--- config.mk ---
export PLATFORM = sky130hd
export DESIGN_NAME = fft32_twiddle_seq
export DESIGN_NICKNAME = d
export VERILOG_FILES = /design/src/rtl/fft32_twiddle_seq.sv
export SDC_FILE = /design/constraint.sdc
export NUM_CORES = 1
export LEC_CHECK = 0
export BUFFER_PORTS_ARGS = -buffer_cell sky130_fd_sc_hd__buf_2
export CORE_MARGIN = 10
export CORE_UTILIZATION = 52
export DETAILED_ROUTE_END_ITERATION = 8
export MAX_ROUTING_LAYER = met4
export PLACE_DENSITY = 0.75
export RECOVER_POWER = 100
export SLEW_MARGIN = 20
export SYNTH_ARGS = -nofsm -noshare
export SYNTH_HDL_FRONTEND = slang
export SYNTH_SLANG_ARGS = --single-unit
--- constraint.sdc ---
create_clock -name clk -period 4.7 [get_ports clk]
set_clock_uncertainty 0.15 [all_clocks]
set_input_delay 0.235 -clock clk [delete_from_list [all_inputs] [get_ports clk]]
set_output_delay 0.235 -clock clk [all_outputs]
set_load 0.02 [all_outputs]
--- src/rtl/fft32_twiddle_seq.sv ---
// 32-point radix-2 DIT FFT butterfly sequencer.
// Emits operand addresses and sign-magnitude twiddle codes per beat.
module fft32_twiddle_seq #(
  parameter int WEIGHT_BITS = 12,
  parameter int ADDR_BITS   = 5
) (
  input  logic                   clk,
  input  logic                   rst,
  input  logic                   start,
  input  logic                   flush,
  input  logic                   ready,
  output logic                   valid,
  output logic [2:0]             stage,
  output logic [3:0]             bfly,
  output logic [ADDR_BITS-1:0]   addr_top,
  output logic [ADDR_BITS-1:0]   addr_bot,
  output logic [WEIGHT_BITS-1:0] weight_re,
  output logic [WEIGHT_BITS-1:0] weight_im,
  output logic                   done
);

  typedef enum logic [1:0] {
    ST_IDLE,
    ST_RUN,
    ST_DONE
  } state_t;

  state_t state_q, state_d;

  logic       valid_d;
  logic       done_d;
  logic [2:0] s_d;
  logic [3:0] b_d;

  logic [4:0] half;
  logic [3:0] jmask;
  logic [3:0] j;
  logic [3:0] g;
  logic [3:0] k;
  logic [3:0] re_idx;
  logic [3:0] im_idx;
  logic [10:0] re_mag;
  logic [10:0] im_mag;
  logic        re_sgn;
  logic        im_sgn;
  logic [ADDR_BITS-1:0]   top_d;
  logic [ADDR_BITS-1:0]   bot_d;
  logic [WEIGHT_BITS-1:0] wre_d;
  logic [WEIGHT_BITS-1:0] wim_d;

  // |cos(m * 11.25 deg)| with 11 fraction bits, 0x7FF standing in for 1.0
  function automatic logic [10:0] mag(input logic [3:0] m);
    logic [10:0] r;
    unique case (m)
      4'd0:    r = 11'h7FF;
      4'd1:    r = 11'h7D8;
      4'd2:    r = 11'h764;
      4'd3:    r = 11'h6A7;
      4'd4:    r = 11'h5A8;
      4'd5:    r = 11'h472;
      4'd6:    r = 11'h310;
      4'd7:    r = 11'h18F;
      default: r = 11'h000;
    endcase
    return r;
  endfunction

  // state register
  always_ff @(posedge clk or posedge rst) begin
    if (rst) state_q <= ST_IDLE;
    else     state_q <= state_d;
  end

  // next state and next beat counters; flush overrides everything
  always_comb begin
    state_d = state_q;
    s_d     = stage;
    b_d     = bfly;
    valid_d = valid;
    done_d  = 1'b0;
    unique case (state_q)
      ST_IDLE: begin
        if (start) begin
          state_d = ST_RUN;
          s_d     = 3'd0;
          b_d     = 4'd0;
          valid_d = 1'b1;
        end
      end
      ST_RUN: begin
        if (ready) begin
          if (bfly == 4'd15) begin
            b_d = 4'd0;
            if (stage == 3'd4) begin
              state_d = ST_DONE;
              s_d     = 3'd0;
              valid_d = 1'b0;
              done_d  = 1'b1;
            end else begin
              s_d = stage + 3'd1;
            end
          end else begin
            b_d = bfly + 4'd1;
          end
        end
      end
      ST_DONE: begin
        state_d = ST_IDLE;
        valid_d = 1'b0;
      end
      default: begin
        state_d = ST_IDLE;
        s_d     = 3'd0;
        b_d     = 4'd0;
        valid_d = 1'b0;
      end
    endcase
    if (flush) begin
      state_d = ST_IDLE;
      s_d     = 3'd0;
      b_d     = 4'd0;
      valid_d = 1'b0;
      done_d  = 1'b0;
    end
  end

  // addresses and twiddle for the upcoming beat; zero when no beat
  always_comb begin
    half   = 5'd1 << s_d;
    jmask  = 4'(half - 5'd1);
    j      = b_d & jmask;
    g      = b_d >> s_d;
    k      = j << (3'd4 - s_d);
    re_idx = (k <= 4'd8) ? k : 4'(5'd16 - {1'b0, k});
    im_idx = (k <= 4'd8) ? 4'(4'd8 - k) : 4'(k - 4'd8);
    re_mag = mag(re_idx);
    im_mag = (k == 4'd0) ? 11'h000 : mag(im_idx);
    re_sgn = (k > 4'd8) && (re_mag != 11'h000);
    im_sgn = (k != 4'd0) && (im_mag != 11'h000);
    top_d  = 5'({1'b0, g} << (s_d + 3'd1)) | {1'b0, j};
    bot_d  = top_d + half;
    wre_d  = {re_sgn, re_mag};
    wim_d  = {im_sgn, im_mag};
    if (!valid_d) begin
      top_d = '0;
      bot_d = '0;
      wre_d = '0;
      wim_d = '0;
    end
  end

  // registered outputs
  always_ff @(posedge clk or posedge rst) begin
    if (rst) begin
      valid     <= 1'b0;
      done      <= 1'b0;
      stage     <= 3'd0;
      bfly      <= 4'd0;
      addr_top  <= '0;
      addr_bot  <= '0;
      weight_re <= '0;
      weight_im <= '0;
    end else begin
      valid     <= valid_d;
      done      <= done_d;
      stage     <= s_d;
      bfly      <= b_d;
      addr_top  <= top_d;
      addr_bot  <= bot_d;
      weight_re <= wre_d;
      weight_im <= wim_d;
    end
  end

endmodule

==> flow_summary.toml <==
[run_status]
outcome = "finished, violations left"
violations = "capacitance limit, slew limit"

[setup_path]
worstPathCellList = "ha_2 -> and4_4 -> and4_4 -> nor2_4 -> nor2_4 -> clkinv_2 -> ha_1 -> ha_4 -> inv_1 -> ha_1 -> a21oi_2 -> mux2i_1 -> or2_2 -> ha_1 -> o2111ai_1 -> o211ai_2 -> mux2i_4 -> buf_4 -> ha_1 -> mux2_4 -> nor2_1"
cp_slowest_cell = "dfrtp_2"
cp_data_arrival_time_ps = 4510
end_kind = "flop"
r2r_start = "bfly[0]"
cp_slowest_stage_delay_ps = 410
crit_required_ps = 4800
crit_top_cell = "ha_1"
reg2reg_depth = 21
worstSetupPathType = "reg2reg"
critPathBufInv = 3
crit_fanout = 7
reg2reg_slack_ps = 280
critical_path.top_delay_family = "adder cells"
cp-start-kind = "flop"
timing.rr.end = "weight_im[8]"

[sta]
tightest_slew_ps = 2330
finalCritPeriodShare = 0.940
hold_viol = 0
setup_ws_ps = 284
grt_setup_unrepaired = "false"
slew_violations = 46
tns_ps = 0
report.final.setup_viol = 0
max_freq_mhz = 226
period_needed_ps = 4420
slew_headroom = -0.555

[final_layout]
syn_to_final_growth_pct = 19.1
fin_util = 0.630
antenna_cells = 0
final_nets = 416
drive_gt1_frac = 0.242

[global_routing]
grt-ovfl-total = 0
met2_usage = 0.270
antenna_found_initial = 0
track_usage = 0.174
grt_max_degree = 46
grt_pass1_wl_um = 13400
grt_busiest_layer = "met2"
use_met1 = 0.219
use_met3 = 0.0455
grt_pass1_vias = 2633

[clock_tree]
h-tree-depth = 2
cts_tree = "done"
path_clk_slew_ps = 90
ctsLongestPathBuffers = 2
cts_sinks = 45
cts-root-buf = "clkbuf_8"
cts_buffers = 5
insertion_delay_ps = 300

[job]
max-cap-violations = 1

[synth]
synthCells = 314
yosys_register_bits = 45
synth.area.top_cells = "dfrtp_1 36%, ha_1 8.9%, a21oi_1 3.4%"
synth_edf_count = 0
synth_fp_nets = 342
syn_avg_cell_area_um2 = 9.86
synth_top_area_share = 0.364
ys.flop_type = "dfrtp_1"
netlist_area_um2 = 3100
async_reset_ff_frac = 1.00
yosysWarningCount = 0
synth_cell_types = 79
ys_seq_area_frac = 0.364
synth_top_cell_by_area = "dfrtp_1"

[power]
p_per_area_nw_per_um2 = 194
p_leak_nw = 1.71
peakVddDrop_mv = 0.175

[min_path]
worstHoldPathCells = 2
min_from = "start"
holdPathEnd = "state_q[0]"
hp-class = "in2reg"

[routing]
drt_pass1_iterations = 6
vias = 2689
vias_per_cell = 5.80
wl_um = 8100
drc = 0
detail-route-antenna-nets = 0
drt_iter0_drc = 173
wl_per_cell_um = 17.4

[place]
dp_slack_ps = 146
dp_hpwl_um = 6320
io_buffers = 47
place_congestion = 0.967

[floorplan]
die_area_um2 = 9440
rows = 28
die_w_um = 97.2
io_pins = 48
start_util = 0.529
dieHeight_um = 97.2
coreArea_um2 = 5850
-- power breakdown --
part / switching [mW] / internal [mW] / total, mW / leakage [nW]
Sequential: 0.00562 / 0.397 / 0.402 / 0.610
Clock: 0.140 / 0.106 / 0.246 / 0.0445
Combinational: 0.0490 / 0.0194 / 0.0684 / 1.05
-- final cells by class --
class | count | area (um^2)
clock buffer | 5 | 68.8
clock inverter | 3 | 21.3
fill | 508 | 2160
inverter | 30 | 114
multi-input combinational | 230 | 1870
sequential | 45 | 1130
tap | 75 | 93.8
timing repair buffer | 76 | 392
-- metrics by stage --
stage	hold WS, ps	area (um^2)	cells	power (mW)
2_1_floorplan	158	3110	314	0.454
3_3_place_gp	242	3550	450	0.478
3_5_place_dp	268	3550	450	0.480
4_1_cts	50.7	3650	459	0.727
5_1_grt	68.1	3690	464	0.749
6_report	55.7	3690	464	0.717
-- metal layers --
layer,up-vias,share of wire
met2,107,0.47
met3,12,0.065
met4,0,0.014
li1,1264,-
met1,1306,0.45
met5,-,0
-- cell usage in the layout, fill, tap and decap left out, types with 3 or more instances in the layout --
cell,Yosys,routed
ha_1,22,19
nor4_1,4,4
nor2b_1,3,3
nor3_2,3,3
buf_4,3,25
nand2_1,17,16
nand4_1,6,7
inv_2,4,4
clkbuf_1,2,45
nand2b_1,11,11
mux2i_1,6,6
xnor2_1,6,5
nor2_1,25,25
o21ai_1,3,6
a21oi_1,21,20
buf_2,2,5
clkbuf_8,0,5
a31oi_1,6,6
and2_1,6,6
nor3_1,6,5
inv_1,25,24
o21ai_0,7,4
nand3_1,6,6
dfrtp_1,45,43
mux2_2,3,3
-- cell usage after synthesis (all sizes together), types with 2 or more instances --
library cell	number
dfrtp	45
inv	29
nor2	27
a21oi	23
ha	22
nand2	17
nand2b	12
o21ai	11
nor3	9
and2	8
nand4	8
buf	7
mux2i	7
xnor2	7
a31oi	6
nand3	6
mux2	5
a211oi	4
nor4	4
or2	4
nor2b	3
o31ai	3
or3	3
and3	2
and4	2
clkbuf	2
o211ai	2
o21bai	2
o221ai	2
o22ai	2
o32ai	2
o41ai	2
xor2	2
-- flip-flops by register name, indices dropped and copies added, names as in the netlist --
register   flops
addr_bot       5
weight_re     12
stage          3
addr_top       5
state_q        2
weight_im     12
bfly           4
valid          1
done           1
-- kinds of logic (layout without fill, tap and decap cells) --
logic type / after synthesis / in the layout / share of synthesized area
simple gates: 112 / 112 / 0.215
compound gates: 73 / 73 / 0.194
flops: 45 / 45 / 0.364
buf+inv: 39 / 114 / 0.0570
fa+ha+maj: 24 / 24 / 0.0986
mux: 12 / 12 / 0.0445
xor+xnor: 9 / 9 / 0.0279
-- worst register-to-register path: stages, from the launching register on --
cell and delay, ps:
dfrtp_2 410, ha_2 220, and4_4 280, and4_4 260, nor2_4 50, nor2_4 160
clkinv_2 70, ha_1 230, ha_4 210, inv_1 60, ha_1 230, a21oi_2 130
mux2i_1 110, or2_2 310, ha_1 210, o2111ai_1 130, o211ai_2 210, mux2i_4 250
buf_4 160, ha_1 170, mux2_4 260, nor2_1 80
-- how the worst max path moves through the flow --
stage                         endpoint    start  cells past startpoint  slack (ps)
after floorplan           weight_re[4]  bfly[1]                     21         0.3
after global placement    weight_im[7]  bfly[0]                     16         260
after detailed placement  weight_re[4]  bfly[1]                     21         150
after CTS                 weight_im[5]  bfly[1]                     21         130
after global routing       addr_bot[4]  bfly[1]                     20           3
final                     weight_im[8]  bfly[0]                     21         280
-- timing repair --
action,in CTS,in global routing
gates resized for setup,0,15
hold buffers,1,0
endpoints found under the setup margin,0,19
endpoints found under the hold margin,45,0
buffers inserted,0,5
Note: power is estimated with default switching activity, not from simulation.
